$ cat config.mk
export PLATFORM = sky130hd
export DESIGN_NAME = alu_arbiter
export DESIGN_NICKNAME = d
export VERILOG_FILES = /design/src/rtl/alu_arbiter_pkg.sv /design/src/rtl/alu_arbiter_alu.sv /design/src/rtl/alu_arbiter.sv
export SDC_FILE = /design/constraint.sdc
export NUM_CORES = 1
export LEC_CHECK = 0
export CAP_MARGIN = 25
export CORE_ASPECT_RATIO = 1.4
export CORE_MARGIN = 4
export CORE_UTILIZATION = 35
export CTS_BUF_LIST = sky130_fd_sc_hd__clkbuf_4 sky130_fd_sc_hd__clkbuf_8 sky130_fd_sc_hd__clkbuf_16
export CTS_CLUSTER_SIZE = 28
export DETAILED_ROUTE_END_ITERATION = 8
export PLACE_DENSITY = 0.64
export SYNTH_ARGS = -nofsm -noshare
export SYNTH_HDL_FRONTEND = slang
export SYNTH_HIERARCHICAL = 1
export SYNTH_SLANG_ARGS = --single-unit
$ cat constraint.sdc
create_clock -name clk -period 4.63 [get_ports clk]
set_clock_uncertainty 0.15 [all_clocks]
set_input_delay 0.926 -clock clk [delete_from_list [all_inputs] [get_ports clk]]
set_output_delay 0.926 -clock clk [all_outputs]
set_load 0.01 [all_outputs]
$ cat src/rtl/alu_arbiter_pkg.sv
`default_nettype none
// +-----------------------------------------------------------------------------+
// | alu_arbiter_pkg : ALU opcodes, arbiter FSM encodings, grant helper          |
// | Revision        : 1.0                                                       |
// +-----------------------------------------------------------------------------+
package alu_arbiter_pkg;

   localparam int ALU_W = 32;

   typedef logic [2:0] alu_op_t;

   localparam alu_op_t ALU_ADD = 3'd0;
   localparam alu_op_t ALU_SUB = 3'd1;
   localparam alu_op_t ALU_AND = 3'd2;
   localparam alu_op_t ALU_OR  = 3'd3;
   localparam alu_op_t ALU_SRL = 3'd4;
   localparam alu_op_t ALU_SRA = 3'd5;

   localparam logic [1:0] S_IDLE = 2'd0;
   localparam logic [1:0] S_EXEC = 2'd1;
   localparam logic [1:0] S_RESP = 2'd2;

   // Round-robin pick: a lone requester always wins, a tie goes to the one not served last.
   function automatic logic pick_grant(input logic v0, input logic v1, input logic last_grant);
      if (v0 && v1) begin
         return ~last_grant;
      end
      return v0 ? 1'b0 : 1'b1;
   endfunction

endpackage
`default_nettype wire

$ cat src/rtl/alu_arbiter_alu.sv
`default_nettype none
// +-----------------------------------------------------------------------------+
// | alu_arbiter_alu : combinational ALU shared by both arbiter requesters       |
// | Revision        : 1.0                                                       |
// +-----------------------------------------------------------------------------+
module alu_arbiter_alu
   import alu_arbiter_pkg::*;
#(
   parameter int WIDTH = ALU_W
) (
   input  logic [WIDTH-1:0] a,
   input  logic [WIDTH-1:0] b,
   input  alu_op_t          alu_op,
   output logic [WIDTH-1:0] c
);

   localparam int SH_W = $clog2(WIDTH);

   logic             b_big;
   logic [SH_W-1:0]  shamt;
   logic [WIDTH-1:0] srl_res;
   logic [WIDTH-1:0] sra_res;

   // The whole of B is the shift amount, so any bit above the index range saturates.
   assign b_big = |b[WIDTH-1:SH_W];
   assign shamt = b[SH_W-1:0];

   assign srl_res = b_big ? '0 : (a >> shamt);
   assign sra_res = b_big ? {WIDTH{a[WIDTH-1]}} : $unsigned($signed(a) >>> shamt);

   always_comb begin
      c = sra_res;
      case (alu_op)
         ALU_ADD: c = a + b;
         ALU_SUB: c = a - b;
         ALU_AND: c = a & b;
         ALU_OR:  c = a | b;
         ALU_SRL: c = srl_res;
         default: c = sra_res;
      endcase
   end

endmodule
`default_nettype wire

$ cat src/rtl/alu_arbiter.sv
`default_nettype none
// +-----------------------------------------------------------------------------+
// | alu_arbiter : round-robin share of one ALU between two valid/ready clients  |
// | Revision    : 1.0                                                           |
// +-----------------------------------------------------------------------------+
module alu_arbiter
   import alu_arbiter_pkg::*;
#(
   parameter int WIDTH = ALU_W,
   parameter int CNT_W = 16
) (
   input  logic             clk,
   input  logic             reset,
   input  logic             req0_valid,
   output logic             req0_ready,
   input  logic [WIDTH-1:0] req0_a,
   input  logic [WIDTH-1:0] req0_b,
   input  logic [2:0]       req0_op,
   output logic             rsp0_valid,
   input  logic             rsp0_ready,
   output logic [WIDTH-1:0] rsp0_data,
   input  logic             req1_valid,
   output logic             req1_ready,
   input  logic [WIDTH-1:0] req1_a,
   input  logic [WIDTH-1:0] req1_b,
   input  logic [2:0]       req1_op,
   output logic             rsp1_valid,
   input  logic             rsp1_ready,
   output logic [WIDTH-1:0] rsp1_data,
   output logic             busy,
   output logic [CNT_W-1:0] op_count
);

   logic [1:0]       state_q,      state_d;
   logic             owner_q,      owner_d;
   logic             last_grant_q, last_grant_d;
   logic [WIDTH-1:0] a_q,          a_d;
   logic [WIDTH-1:0] b_q,          b_d;
   alu_op_t          op_q,         op_d;
   logic [WIDTH-1:0] res_q,        res_d;
   logic [CNT_W-1:0] cnt_q,        cnt_d;

   logic             is_idle;
   logic             grant;
   logic             accept;
   logic             rsp_hs;
   logic [WIDTH-1:0] alu_c;

   alu_arbiter_alu #(
      .WIDTH (WIDTH)
   ) u_alu (
      .a      (a_q),
      .b      (b_q),
      .alu_op (op_q),
      .c      (alu_c)
   );

   assign is_idle = (state_q == S_IDLE);
   assign grant   = pick_grant(req0_valid, req1_valid, last_grant_q);

   assign req0_ready = is_idle && req0_valid && (grant == 1'b0);
   assign req1_ready = is_idle && req1_valid && (grant == 1'b1);
   assign accept     = (req0_valid && req0_ready) || (req1_valid && req1_ready);

   assign rsp0_valid = (state_q == S_RESP) && (owner_q == 1'b0);
   assign rsp1_valid = (state_q == S_RESP) && (owner_q == 1'b1);
   assign rsp0_data  = res_q;
   assign rsp1_data  = res_q;
   assign rsp_hs     = (rsp0_valid && rsp0_ready) || (rsp1_valid && rsp1_ready);

   assign busy     = !is_idle;
   assign op_count = cnt_q;

   always_comb begin
      state_d      = state_q;
      owner_d      = owner_q;
      last_grant_d = last_grant_q;
      a_d          = a_q;
      b_d          = b_q;
      op_d         = op_q;
      res_d        = res_q;
      cnt_d        = cnt_q;
      case (state_q)
         S_IDLE: begin
            if (accept) begin
               owner_d      = grant;
               last_grant_d = grant;
               a_d          = grant ? req1_a  : req0_a;
               b_d          = grant ? req1_b  : req0_b;
               op_d         = grant ? req1_op : req0_op;
               state_d      = S_EXEC;
            end
         end
         S_EXEC: begin
            res_d   = alu_c;
            state_d = S_RESP;
         end
         S_RESP: begin
            // Returning to IDLE first means a request seen alongside this handshake waits a cycle.
            if (rsp_hs) begin
               cnt_d   = cnt_q + CNT_W'(1);
               state_d = S_IDLE;
            end
         end
         default: begin
            state_d = S_IDLE;
         end
      endcase
   end

   always_ff @(posedge clk or posedge reset) begin
      if (reset) begin
         state_q      <= S_IDLE;
         owner_q      <= 1'b0;
         last_grant_q <= 1'b1;
         a_q          <= '0;
         b_q          <= '0;
         op_q         <= ALU_ADD;
         res_q        <= '0;
         cnt_q        <= '0;
      end else begin
         state_q      <= state_d;
         owner_q      <= owner_d;
         last_grant_q <= last_grant_d;
         a_q          <= a_d;
         b_q          <= b_d;
         op_q         <= op_d;
         res_q        <= res_d;
         cnt_q        <= cnt_d;
      end
   end

endmodule
`default_nettype wire

After elaboration in Yosys (flattened, before gate mapping)

Cells that the tools add are included.

Register bits: 119
Input bits: 140
Output and inout bits: 85
Word-level logic and storage cells: 59

$add $sub $neg: 3
Equality and inequality tests: 8
Shift-type cells: 2
Multiplexer cells: 13
Bitwise operators: 5
Reduce and logical (&&, ||, !) cells: 20

Operators with widths:

| kind                    | count |
|---|---|
| $pmux W32 S5            | 1 |
| $mux W32                | 4 |
| $add A32 B32 Y32        | 1 |
| $and A32 B32 Y32        | 1 |
| $or A32 B32 Y32         | 1 |
| $shr A32 B5 Y32         | 1 |
| $sshr A32 B5 Y32        | 1 |
| $sub A32 B32 Y32        | 1 |
| $reduce_or A27 Y1       | 1 |
| $add A16 B1 Y16 const B | 1 |
| $logic_and A1 B1 Y1     | 11 |
| $eq A3 B2 Y1 const B    | 2 |
| $pmux W2 S3             | 1 |
| $reduce_and A2 Y1       | 3 |
| $mux W1                 | 4 |
| $mux W2                 | 2 |
| $eq A3 B1 Y1 const B    | 1 |
| $eq A3 B3 Y1 const B    | 1 |
| $logic_not A3 Y1        | 1 |
| $mux W3                 | 1 |
| $not A1 Y1              | 3 |
| $eq A2 B1 Y1 const B    | 1 |
| $eq A2 B2 Y1 const B    | 1 |
| $logic_not A2 Y1        | 1 |
| 4 further kinds         | 5 |

Logic depth before layout (Yosys ltp)

Gate-level depths: netlist of run 1.

Depth in word-level cells: 9
Mapped depth: 20
Gate-level depth less buffers: 19

Cells and area by module

Netlist of run 1, hierarchy kept.

By module, submodules not included:

| module          | instances | cells an instance | area an instance (um^2) | seq. area each (um^2) |
|---|---|---|---|---|
| alu_arbiter_alu | 1         | 863               | 5,784.3                 | 0.0 |
| alu_arbiter     | 1         | 478               | 5,375.2                 | 2,979.1 |

Worst setup path after synthesis of run 1

Ideal clock, no wire load.

Kind: register -> register
Start point: register b_q[0]
End point: register res_q[25] (netlist: rsp0_data[25])
Setup time: 0.125 ns
Arrival time: 3.959 ns
Data required time: 4.355 ns
Setup slack: 0.396 ns
Cell stages (with the launch flop): 20
Buffers on the path: 2
Clock period less this slack: 4.234 ns
Path through: dfrtp_1 buf_2 inv_2 ha_1 nand2b_1 nor4_4 and3_1 nor2_1 xnor2_1 ha_1 clkbuf_1 a21oi_1 o2111a_1 o21ai_0 nor4_1 nor2_1 a311oi_1 xor2_1 o21ai_0 mux2_2

Longest elaborated chain between the ends: 3
Elaborated cells on any way between the ends: 7
Those cells by class: 2 x add/sub; 2 x shift; 3 x mux

RTL lines:

| item                                                                     | RTL line              | source |
|---|---|---|
| from (decl)                                                              | alu_arbiter.sv:38     | `logic [WIDTH-1:0] b_q, b_d;` |
| from (signal assigned)                                                   | alu_arbiter.sv:117    | `b_q <= '0;` |
| from (signal assigned)                                                   | alu_arbiter.sv:126    | `b_q <= b_d;` |
| parallel branches: the longest is 2 deep, another holds $sub A32 B32 Y32 | --                    |  |
| $pmux W32 S5 (*)                                                         | alu_arbiter_alu.sv:33 | `case (alu_op)` |
| named net alu_c[25]                                                      | alu_arbiter.sv:47     | `logic [WIDTH-1:0] alu_c;` |
| to (signal assigned)                                                     | alu_arbiter.sv:128    | `res_q <= res_d;` |
| to (decl)                                                                | alu_arbiter.sv:40     | `logic [WIDTH-1:0] res_q, res_d;` |

Mark *: on every way through the listed nets, which the timed path passes.
A chain may end at the register's enable or synchronous reset.

Worst setup path in the final report of run 1

Start point: register b_q[6]
End point: register res_q[26] (netlist: rsp0_data[26])

Longest elaborated chain between the ends: 3
Elaborated cells on any way between the ends: 6
Those cells by class: 2 x add/sub; 3 x mux; 1 x reduce/logical

RTL lines:

| item                                                                     | RTL line |
|---|---|
| parallel branches: the longest is 2 deep, another holds $sub A32 B32 Y32 | -- |
| $pmux W32 S5 (*)                                                         | alu_arbiter_alu.sv:33 |
| named net alu_c[26]                                                      | alu_arbiter.sv:47 |

Marked as above.

==> results of run 1 <==
where the power goes:
part | switching (mW) | internal (mW) | total [mW]
Clock | 0.583 | 0.816 | 1.40
Combinational | 5.84 | 4.59 | 10.4
Sequential | 0.801 | 1.53 | 2.33
final cells by class:
type                       count  area [um^2]  area share, %
tap                          395          494           3.39
multi-input combinational   1070         7500           51.4
sequential                   119         2980           20.4
clock buffer                  17          425           2.92
clock inverter                15          181           1.24
timing repair buffer         307         2890           19.8
inverter                      29          111          0.763
Yosys cell counts (all sizes together), types with 23 or more instances:
master / number
a21oi: 177
nor2: 163
dfrtp: 118
mux2i: 96
o21ai: 93
nand2: 89
buf: 71
clkbuf: 52
mux2: 45
xnor2: 38
ha: 35
inv: 29
xor2: 28
nand3: 23
layer usage:
layer	global-route usage, %	routed length, um
met1	27.7	16600
met2	40.1	20300
met3	3.53	2700
met4	11.8	1980
met5	0	0
worst paths after layout:
kind | cells after the start | startpoint | endpoint | slack, ns
max | 19 | b_q[6] | rsp0_data[26] | 0.23
min | 1 | op_count[15] | op_count[15] | 0.33
max reg2reg | 19 | b_q[6] | rsp0_data[26] | 0.23
min reg2reg | 1 | op_count[15] | op_count[15] | 0.33
max in group asynchronous | 3 | reset | b_q[0] | 2.74
min in group asynchronous | 2 | reset | a_q[28] | 0.72
sequential cells by signal (all words and copies together), names as in the netlist:
name,flops
a_q,32
b_q,32
rsp0_data,32
op_count,16
op_q,3
state_q,2
last_grant_q,1
owner_q,1
cells in the final DEF, fill, tap and decap left out, types with 27 or more instances in the layout:
master,n
mux2_2,45
o21ai_0,84
buf_4,80
xor2_1,28
clkdlybuf4s50_1,224
nand2_1,87
nor2_1,159
xnor2_1,38
ha_1,35
mux2i_1,96
dfrtp_1,116
inv_1,27
a21oi_1,175
logic make-up (layout without fill, tap and decap cells):
family	Yosys count	in the layout	synth area share, %
flip-flops	119	119	26.7
multiplexers	163	163	17.6
buffers and inverters	152	368	6.70
XOR/XNOR	66	66	5.18
AND/OR/NAND/NOR	375	375	16.1
adder cells (fa/ha/maj)	46	46	5.00
AO/OA/AOI/OAI	420	420	22.7
critical path: cells and delay by family, from the launching register on:
family	cells	cell delay, ns
mux	1	0.29
flops	1	0.37
xor+xnor	2	0.26
buf+inv	4	0.63
fa+ha+maj	1	0.30
compound gates	5	1.02
simple gates	6	1.30
what timing repair did:
| item | 4_1_cts | 5_1_grt |
|---|---|---|
| resized for setup | 0 | 12 |
| setup endpoints to repair | 0 | 8 |
| setup buffers | 0 | 2 |
through the flow:
| step | instances | setup WS (ns) | hold WS [ns] | TNS [ns] | util [%] |
|---|---|---|---|---|---|
| 2_1_floorplan | 1341 | 0.396 | 0.340 | 0 | - |
| 3_3_place_gp | 1918 | 0.130 | 0.315 | 0 | 44.2 |
| 3_5_place_dp | 1918 | 0.0940 | 0.312 | 0 | 44.2 |
| 4_1_cts | 1950 | 0.0660 | 0.329 | 0 | 46.1 |
| 5_1_grt | 1952 | -0.0413 | 0.360 | -0.0783 | 46.3 |
| 6_report | 1952 | 0.226 | 0.333 | 0 | 46.3 |
==> summary.md, run 1 <==
| Metric | Value |
|---|---|
| HPWL after detailed placement | 32500 um |
| Final Critical Period | 4.40 ns |
| Clock Path Buffers | 2 |
| Synth Area per Inst | ~8.3 um^2 |
| Area of placed instances | 13900 um^2 |
| Proportion of synthesized chip area in sequential cells | 26.7% |
| Syn Nets | 1517 |
| Number of buffers created by CTS | 17 |
| Core Rows | 77 |
| H-tree levels | 4 |
| Clock slew at reported path FFs | 0.07 ns |
| Vias | 11240 |
| Clock sink count | 119 |
| Worst-Skew Late Latency | 0.45 ns |
| CP max FO | 4 |
| Antenna viol nets, final | 0 |
| Die width | 159 um |
| Tcrit/Tclk final | 95.1% |
| CTS root buffer | clkbuf_16 |
| Antenna fix cells | 0 |
| Synth area leaders | dfrtp_1, mux2i_1, a21oi_1 |
| Nets | 1720 |
| First-pass GRT wire length | ~63000 um |
| Netlist cell types | slightly above 80 |
| Crit path kind | register to register |
| Max-cap violations | 0 |
| Max VDD drop | ~0.35 mV |
| Hold Fails Final Rpt | 0 |
| Die area | roughly 35000 um^2 |
| CTS tree | built |
| Port Buf Inserts | 224 |
| Cell Pwr Density | a little under 1000 nW/um^2 |
| Power Total | ~14 mW |
| Detailed Route WL | around 42000 um |
| Worst setup SP type | register |
| Cell Area, Synth | 11200 um^2 |
| Synth-to-layout area growth | 30.7% |
| IO Pins | 225 |
| Number of synthesized flops with an enable pin | 0 |
| CP peak stage delay | about 0.54 ns |
| CP cell instances | or4_4, buf_6, nor4_4, buf_4, nand3_1, o41ai_2, xor2_1, ha_1, nand2_1, nor2_1, and4_1, a22o_1, a311oi_2, buf_4, buf_4, xnor2_1, a21oi_1, a31oi_1, mux2_2 |
| Drt initial violations | 908 |
| Fmax | 0.227 GHz |
| Initial Utilization | 35.4% |
| Gr usage total | 23.0% |
| Static leakage | 6.01 nW |
| Congestion Overflow GR | 0 |
| Vias per inst | 5.76 |
| Filler cell count | 3116 |
| Worst Hold Class | register to register |
| Post-synth top flop | dfrtp_1 |
| TritonRoute pass-1 iters | 9 |
| Worst Max-Slew Pin Slew | 0.703 ns |
| Final setup fails | 0 |
| Std-Cell Core Area | 31500 um^2 |
| Layout cell share with drive strength beyond 1 | 14.2% |
| Top cell type's share of synthesized area | 26.5% |
| Flop and latch count out of synthesis | between 100 and 150 |
| Arr. time, crit path | 4.59 ns |
| Pins Over Slew Limit | 0 |
| Status | completed |
| Vias in the first global route | 10783 |
| Asr flop ratio synth | 100% |
| WP data required | 4.81 ns |
| Routability congestion estimate | just under 1 |
| Largest net degree at the start of global routing | 103 |
| Synth area leader | dfrtp_1 |
| Cts hold-fix bufs | 0 |
| DRC | 0 |
| Critical path's slowest cell | or4_4 |
| Crit path capture type | register |
| Most used cell, CP | buf_4 |
| Ys Warns | 6 |
| Cells after synthesis | around 1300 |
| Vert. Die Dim | roughly 220 um |
| Antenna violations before repair | 0 |
| Final instance area | approximately 15000 um^2 |
| Worst relative slew slack | 52.8% |
| WL/cell | 21.3 um |
(Power assumes the default switching activity.)
==> run 2: changes to the inputs <==
CTS_CLUSTER_SIZE = not set   (was 28)
==> results of run 2 <==
The final DEF is identical to that of run 1; final timing and power are the same.
